===== config.mk =====
export PLATFORM = sky130hd
export DESIGN_NAME = shift_left
export DESIGN_NICKNAME = d
export VERILOG_FILES = /design/src/rtl/shift_left_pkg.sv /design/src/rtl/shift_left_core.sv /design/src/rtl/shift_left.sv
export SDC_FILE = /design/constraint.sdc
export NUM_CORES = 1
export LEC_CHECK = 0
export BUFFER_PORTS_ARGS = -buffer_cell sky130_fd_sc_hd__buf_2
export CELL_PAD_IN_SITES_DETAIL_PLACEMENT = 1
export CELL_PAD_IN_SITES_GLOBAL_PLACEMENT = 1
export CORE_MARGIN = 2
export CORE_UTILIZATION = 41
export CTS_BUF_LIST = sky130_fd_sc_hd__clkbuf_2 sky130_fd_sc_hd__clkbuf_4 sky130_fd_sc_hd__clkbuf_8
export DETAILED_ROUTE_END_ITERATION = 16
export PLACE_DENSITY = 0.91
export SYNTH_ARGS = -nofsm -noshare
export SYNTH_HDL_FRONTEND = slang
export SYNTH_SLANG_ARGS = --single-unit

===== constraint.sdc =====
create_clock -name clk -period 0.8 [get_ports clk]
set_clock_uncertainty 0.1 [all_clocks]
set_input_delay 0.12 -clock clk [delete_from_list [all_inputs] [get_ports clk]]
set_output_delay 0.12 -clock clk [all_outputs]
set_load 0.02 [all_outputs]

===== src/rtl/shift_left_pkg.sv =====
// Shared constants for the registered logarithmic left shifter.
package shift_left_pkg;

  localparam int unsigned DEF_DATA_WIDTH  = 20;
  localparam int unsigned DEF_SHIFT_WIDTH = 5;

endpackage : shift_left_pkg


===== src/rtl/shift_left_core.sv =====
// Combinational barrel shifter: next shifted value plus a sticky flag for
// any 1 bit pushed past the MSB.
module shift_left_core
  import shift_left_pkg::*;
#(
  parameter int unsigned DATA_WIDTH  = DEF_DATA_WIDTH,
  parameter int unsigned SHIFT_WIDTH = DEF_SHIFT_WIDTH
) (
  input  logic [DATA_WIDTH-1:0]  data_i,
  input  logic [SHIFT_WIDTH-1:0] amount_i,
  output logic [DATA_WIDTH-1:0]  data_c,
  output logic                   overflow_c
);

  logic [DATA_WIDTH-1:0] stage_val [SHIFT_WIDTH+1];
  logic                  stage_ovf [SHIFT_WIDTH+1];

  assign stage_val[0] = data_i;
  assign stage_ovf[0] = 1'b0;

  // Stage k shifts by 2^k; bits leaving the top accumulate into the overflow chain.
  for (genvar k = 0; k < SHIFT_WIDTH; k++) begin : g_stage
    localparam longint unsigned STEP = 64'(1) << k;
    if (STEP >= 64'(DATA_WIDTH)) begin : g_full
      assign stage_val[k+1] = amount_i[k] ? '0 : stage_val[k];
      assign stage_ovf[k+1] = stage_ovf[k] | (amount_i[k] & (|stage_val[k]));
    end else begin : g_part
      localparam int unsigned S = 32'(STEP);
      assign stage_val[k+1] = amount_i[k]
                            ? {stage_val[k][DATA_WIDTH-1-S:0], {S{1'b0}}}
                            : stage_val[k];
      assign stage_ovf[k+1] = stage_ovf[k]
                            | (amount_i[k] & (|stage_val[k][DATA_WIDTH-1 -: S]));
    end
  end

  assign data_c     = stage_val[SHIFT_WIDTH];
  assign overflow_c = stage_ovf[SHIFT_WIDTH];

endmodule : shift_left_core


===== src/rtl/shift_left.sv =====
// Registered left shifter: one-cycle latency, one operand per cycle, no backpressure.
module shift_left
  import shift_left_pkg::*;
#(
  parameter int unsigned DATA_WIDTH  = DEF_DATA_WIDTH,
  parameter int unsigned SHIFT_WIDTH = DEF_SHIFT_WIDTH
) (
  input  logic                   clk,
  input  logic                   rst_n,
  input  logic                   in_valid,
  input  logic [DATA_WIDTH-1:0]  data_in,
  input  logic [SHIFT_WIDTH-1:0] shift_amount,
  output logic                   out_valid,
  output logic [DATA_WIDTH-1:0]  data_out,
  output logic                   overflow
);

  logic [DATA_WIDTH-1:0] shifted_c;
  logic                  ovf_c;

  logic                  out_valid_q, out_valid_d;
  logic [DATA_WIDTH-1:0] data_q, data_d;
  logic                  ovf_q, ovf_d;

  shift_left_core #(
    .DATA_WIDTH  (DATA_WIDTH),
    .SHIFT_WIDTH (SHIFT_WIDTH)
  ) u_core (
    .data_i     (data_in),
    .amount_i   (shift_amount),
    .data_c     (shifted_c),
    .overflow_c (ovf_c)
  );

  // Result registers load only on a valid operand; otherwise they hold.
  always_comb begin
    out_valid_d = in_valid;
    data_d      = data_q;
    ovf_d       = ovf_q;
    if (in_valid) begin
      data_d = shifted_c;
      ovf_d  = ovf_c;
    end
  end

  always_ff @(posedge clk or negedge rst_n) begin
    if (!rst_n) begin
      out_valid_q <= 1'b0;
      data_q      <= '0;
      ovf_q       <= 1'b0;
    end else begin
      out_valid_q <= out_valid_d;
      data_q      <= data_d;
      ovf_q       <= ovf_d;
    end
  end

  assign out_valid = out_valid_q;
  assign data_out  = data_q;
  assign overflow  = ovf_q;

endmodule : shift_left


==> results of run 1 <==
per-stage QoR:
| step | hold WS [ns] | area, µm² | util [%] | instances |
|---|---|---|---|---|
| CTS | 0.0745 | 4340 | 72.8 | 463 |
| global placement | -0.0360 | 3380 | 56.7 | 422 |
| detailed placement | -0.0347 | 3380 | 56.7 | 422 |
| floorplan | -0.276 | 2690 | - | 238 |
cells by family after synthesis:
| logic type | after synthesis | synth area share (%) |
|---|---|---|
| DFF | 22 | 21.6 |
| AOI/OAI and AO/OA | 62 | 19.1 |
| and+or+nand+nor | 58 | 11.1 |
| buffers and inverters | 32 | 10.3 |
| muxes | 64 | 37.9 |
repair_timing:
item,4_1_cts
hold buffers,2
pin swaps,19
buffers inserted,40
endpoints found under the setup margin,43
gates resized for setup,155
gates cloned,2
endpoints found under the hold margin,23
==> results.yml, run 1 <==
outcome:
  status: "aborted with a tool error"
  lastStage: "global routing"
  error: "[ERROR DPL-0033] detailed placement checks failed during check placement."
yosys:
  synthTopCellsByCount: "nor2_1 (27), mux2i_1 (24), dfrtp_1 (22)"
  synth_top_area_cell: "dfrtp_1"
  ys_types: 56
  ys.flop_type: "dfrtp_1"
  syn_nets: 266
  syn_inst: 238
  synth_area_um2: 2550
  yosysMostFrequentCell: "nor2_1"
  synth_area_leaders: "dfrtp_1 (22%), mux4_2 (14%), mux2i_1 (9.4%)"
  yosysSeqAreaShare_pct: 21.6
  synth_edf_count: 0
  synth_area_per_cell_um2: 10.7
  ys_seq_elements: 22
  netlist.area_leader.share_pct: 21.6
  ys_async_sr_fraction_pct: 100
  yosysWarnings: 0
floorplan:
  die_h_um: 82.8
  dieWidth_um: 82.8
  io_pins: 50
  rows: 28
  start_util_pct: 42.8
clocking:
  htreeDepth: 1
  cts_root_buffer: "clkbuf_8"
  cts_inserted_buffers: 3
  cts_buffer_depth: 2
  cts_sinks: 22
sta:
  worstEpCategory: "register data pin"
  worst_endpoint: "overflow$_DFFE_PN0P_/D"
placement:
  dp_worst_setup_slack_ns: -1.80
  dp_hpwl_mm: 8.07
  gp_congestion: 0.903
  portBuffers: 49
grt:
  grt_max_degree: 23
  antenna_found_initial: 0
==> run 2: changes to the inputs <==
Settings changed: CELL_PAD_IN_SITES_DETAIL_PLACEMENT 1 to default, CELL_PAD_IN_SITES_GLOBAL_PLACEMENT 1 to default, CORE_UTILIZATION 41 to 40, CTS_BUF_LIST sky130_fd_sc_hd__clkbuf_2 sky130_fd_sc_hd__clkbuf_4 sky130_fd_sc_hd__clkbuf_8 to default, PLACE_DENSITY 0.91 to default, PLACE_DENSITY_LB_ADDON from default to 0.15.
Clock period 0.8 ns to 1 ns, I/O delays scaled along.
==> results.yml, run 2 <==
cells_and_area:
  num_antenna_cells: 0
  area_growth_pct: 77.8
  drive_gt1_share_pct: 68.7
  final_area_um2: 4530
  postLayoutCoreUtil_pct: 72.5
  largest_reg_flops: 20
  final_cell_mix: "buf_4 (87), buf_6 (62), dfrtp_1 (22)"
  final_common_cell: "buf_4"
  nNetsFinal: 432
hold_path:
  holdPathStages: 3
  holdPathEnd: "data_out[19]"
  hold_class: "input pin to flip-flop"
  min-delay-start: "in_valid"
outcome:
  violations: "negative setup slack"
  status: "finished with violations"
setup_path:
  worstPathRequired_ns: 1.03
  cp.arrival_ns: 2.06
  slowest_delay_ns: 0.50
  crit_chain: "buf_12 > buf_6 > mux2_4 > mux4_2 > a2bb2oi_2 > nand4_1 > o41ai_2 > a41oi_1"
  r2r.worst_path.cells: 3
  critPathBufInv: 2
  crit_type: "input pin to flip-flop"
  setup.worst_path.end_class: "flip-flop"
  worstSetupStartpointType: "input pin"
  slowest_stage: "mux4_2"
  rrSetupSlack_ns: 0.02
  r2r-start: "data_out[14]"
  cp_top_family: "multiplexers"
  cp.depth: 8
  worstPathMaxFanout: 5
  reg2reg_to: "data_out[14]"
grt:
  grt_pass1_vias: 2782
  grt_max_degree: 23
  grt_first_pass_wirelength_mm: 14.6
  grtUsageTotal_pct: 26.0
  antenna_found_initial: 0
  grt_overflow: 0
pwr:
  ir_worst_vdd_mv: 0.931
  p_int_w: 0.00260
  finalPower_w: 0.00393
  comb_power_share_pct: 58.4
  p_leak_nw: 2.01
  power_switching_w: 0.00133
  powerDensity_nw_per_um2: 869
  clkPwrFrac_pct: 16.0
  swShare_pct: 33.9
  seqPwrFrac_pct: 25.6
clocking:
  cts.clk_slew.worst_paths_ns: 0.08
  cts_inserted_buffers: 3
  cts_sinks: 22
  cts_tree: "built"
  clk-insertion-delay-late_ns: 0.26
  htreeDepth: 1
  cts_root_buffer: "clkbuf_8"
  cts_buffer_depth: 2
floorplan:
  start_util_pct: 40.8
  core-area_um2: 6240
  rows: 29
  io_pins: 50
  die_h_um: 83.8
  dieArea_um2: 7020
  dieWidth_um: 83.8
yosys:
  yosysWarnings: 0
  synth_area_um2: 2550
  netlist.area_leader.share_pct: 21.6
  syn_nets: 266
  ys_types: 56
  synth_area_leaders: "dfrtp_1 (22%), mux4_2 (14%), mux2i_1 (9.4%)"
  yosysMostFrequentCell: "nor2_1"
  yosysSeqAreaShare_pct: 21.6
  ys_async_sr_fraction_pct: 100
  synthTopCellsByCount: "nor2_1 (27), mux2i_1 (24), dfrtp_1 (22)"
  ys.flop_type: "dfrtp_1"
  synth_area_per_cell_um2: 10.7
  synth_top_area_cell: "dfrtp_1"
  syn_inst: 238
  ys_seq_elements: 22
  synth_edf_count: 0
sta:
  finalMaxSlewViolations: 0
  timing.slew.headroom_pct: 62.1
  setup_viol: 43
  fmax_ghz: 0.493
  hold_viol_final: 0
  final.min_clock_period_ns: 2.03
  worst_slack_ns: -1.03
  rsz0062_at_grt: "yes"
  period_share_pct: 203
  worst_slew_pin_slew_ns: 0.554
route:
  drc_errors: 0
  via_per_inst: 5.96
  wire_per_inst_um: 20.6
  wl_mm: 9.88
  drtPass1Iterations: 5
  vias: 2859
  drt_iter0_drc: 207
  final_antenna_net_count: 0
placement:
  dp_hpwl_mm: 6.26
  gp_congestion: 0.840
  dpl_cell_area_um2: 3370
  portBuffers: 49
flow_run:
  cap_violations: 0
-- run 2: cell families after synthesis --
| kind of cell | Yosys count | share of synthesized area, % |
|---|---|---|
| muxes | 64 | 37.9 |
| AOI/OAI and AO/OA | 62 | 19.1 |
| and+or+nand+nor | 58 | 11.1 |
| buffers and inverters | 32 | 10.3 |
| DFF | 22 | 21.6 |
-- run 2: worst reg2reg max path: cells and delay by family, from the launching register on --
family,cells,cell delay [ns]
flip-flops,1,0.40
buffers and inverters,2,0.26
AO/OA/AOI/OAI,1,0.11
-- run 2: timing repair --
item	4_1_cts	5_1_grt
setup endpoints to repair	43	43
endpoints found under the hold margin	22	1
buffers inserted	42	25
resized for setup	138	39
hold buffers	1	1
gates cloned	3	0
pin swaps	17	11
-- run 2: worst max-delay path by stage --
stage	startpoint	to	slack, ns
after floorplan	shift_amount[0]	overflow	-0.97
after global placement	shift_amount[0]	overflow	-1.29
after detailed placement	shift_amount[3]	overflow	-1.35
after CTS	shift_amount[3]	overflow	-0.94
after global routing	shift_amount[3]	overflow	-1.02
final	shift_amount[3]	overflow	-1.03
-- run 2: cell type report --
cell class | count | area (µm²)
flip-flops and latches | 22 | 551
well taps | 77 | 96.3
fillers | 422 | 1710
repair buffers | 184 | 1760
multi-input cells | 184 | 2010
inverters | 9 | 51.3
clock buffers | 4 | 55.1
-- run 2: per-layer routing --
| metal | routed length [µm] | part of all wire (%) | GRT usage [%] | vias up |
|---|---|---|---|---|
| met5 | 0 | 0 | 0 | - |
| li1 | - | - | - | 1267 |
| met4 | 266 | 2.7 | 6.16 | 0 |
| met1 | 3980 | 40 | 36.0 | 1416 |
| met2 | 5040 | 51 | 43.8 | 146 |
| met3 | 601 | 6.1 | 3.17 | 30 |
-- run 2: power groups by stage --
stage | logic, W | registers (W) | clock network [W]
5_1_grt | 0.00240 | 0.00101 | 0.000699
4_1_cts | 0.00207 | 0.00100 | 0.000650
6_report | 0.00230 | 0.00101 | 0.000630
3_3_place_gp | 0.00156 | 0.00101 | 0
3_5_place_dp | 0.00157 | 0.00101 | 0
2_1_floorplan | 0.000879 | 0.00110 | 0
-- run 2: stage by stage --
stage	TNS (ns)	hold WS, ns	cells	setup WS [ns]
after floorplan	-8.97	-0.246	238	-0.968
after global placement	-17.69	0.0395	422	-1.29
after detailed placement	-18.19	0.0465	422	-1.35
after CTS	-9.34	0.0142	462	-0.936
after global routing	-11.41	0.152	480	-1.02
final	-10.24	0.148	480	-1.03
Power figures use the tool's default switching activity.
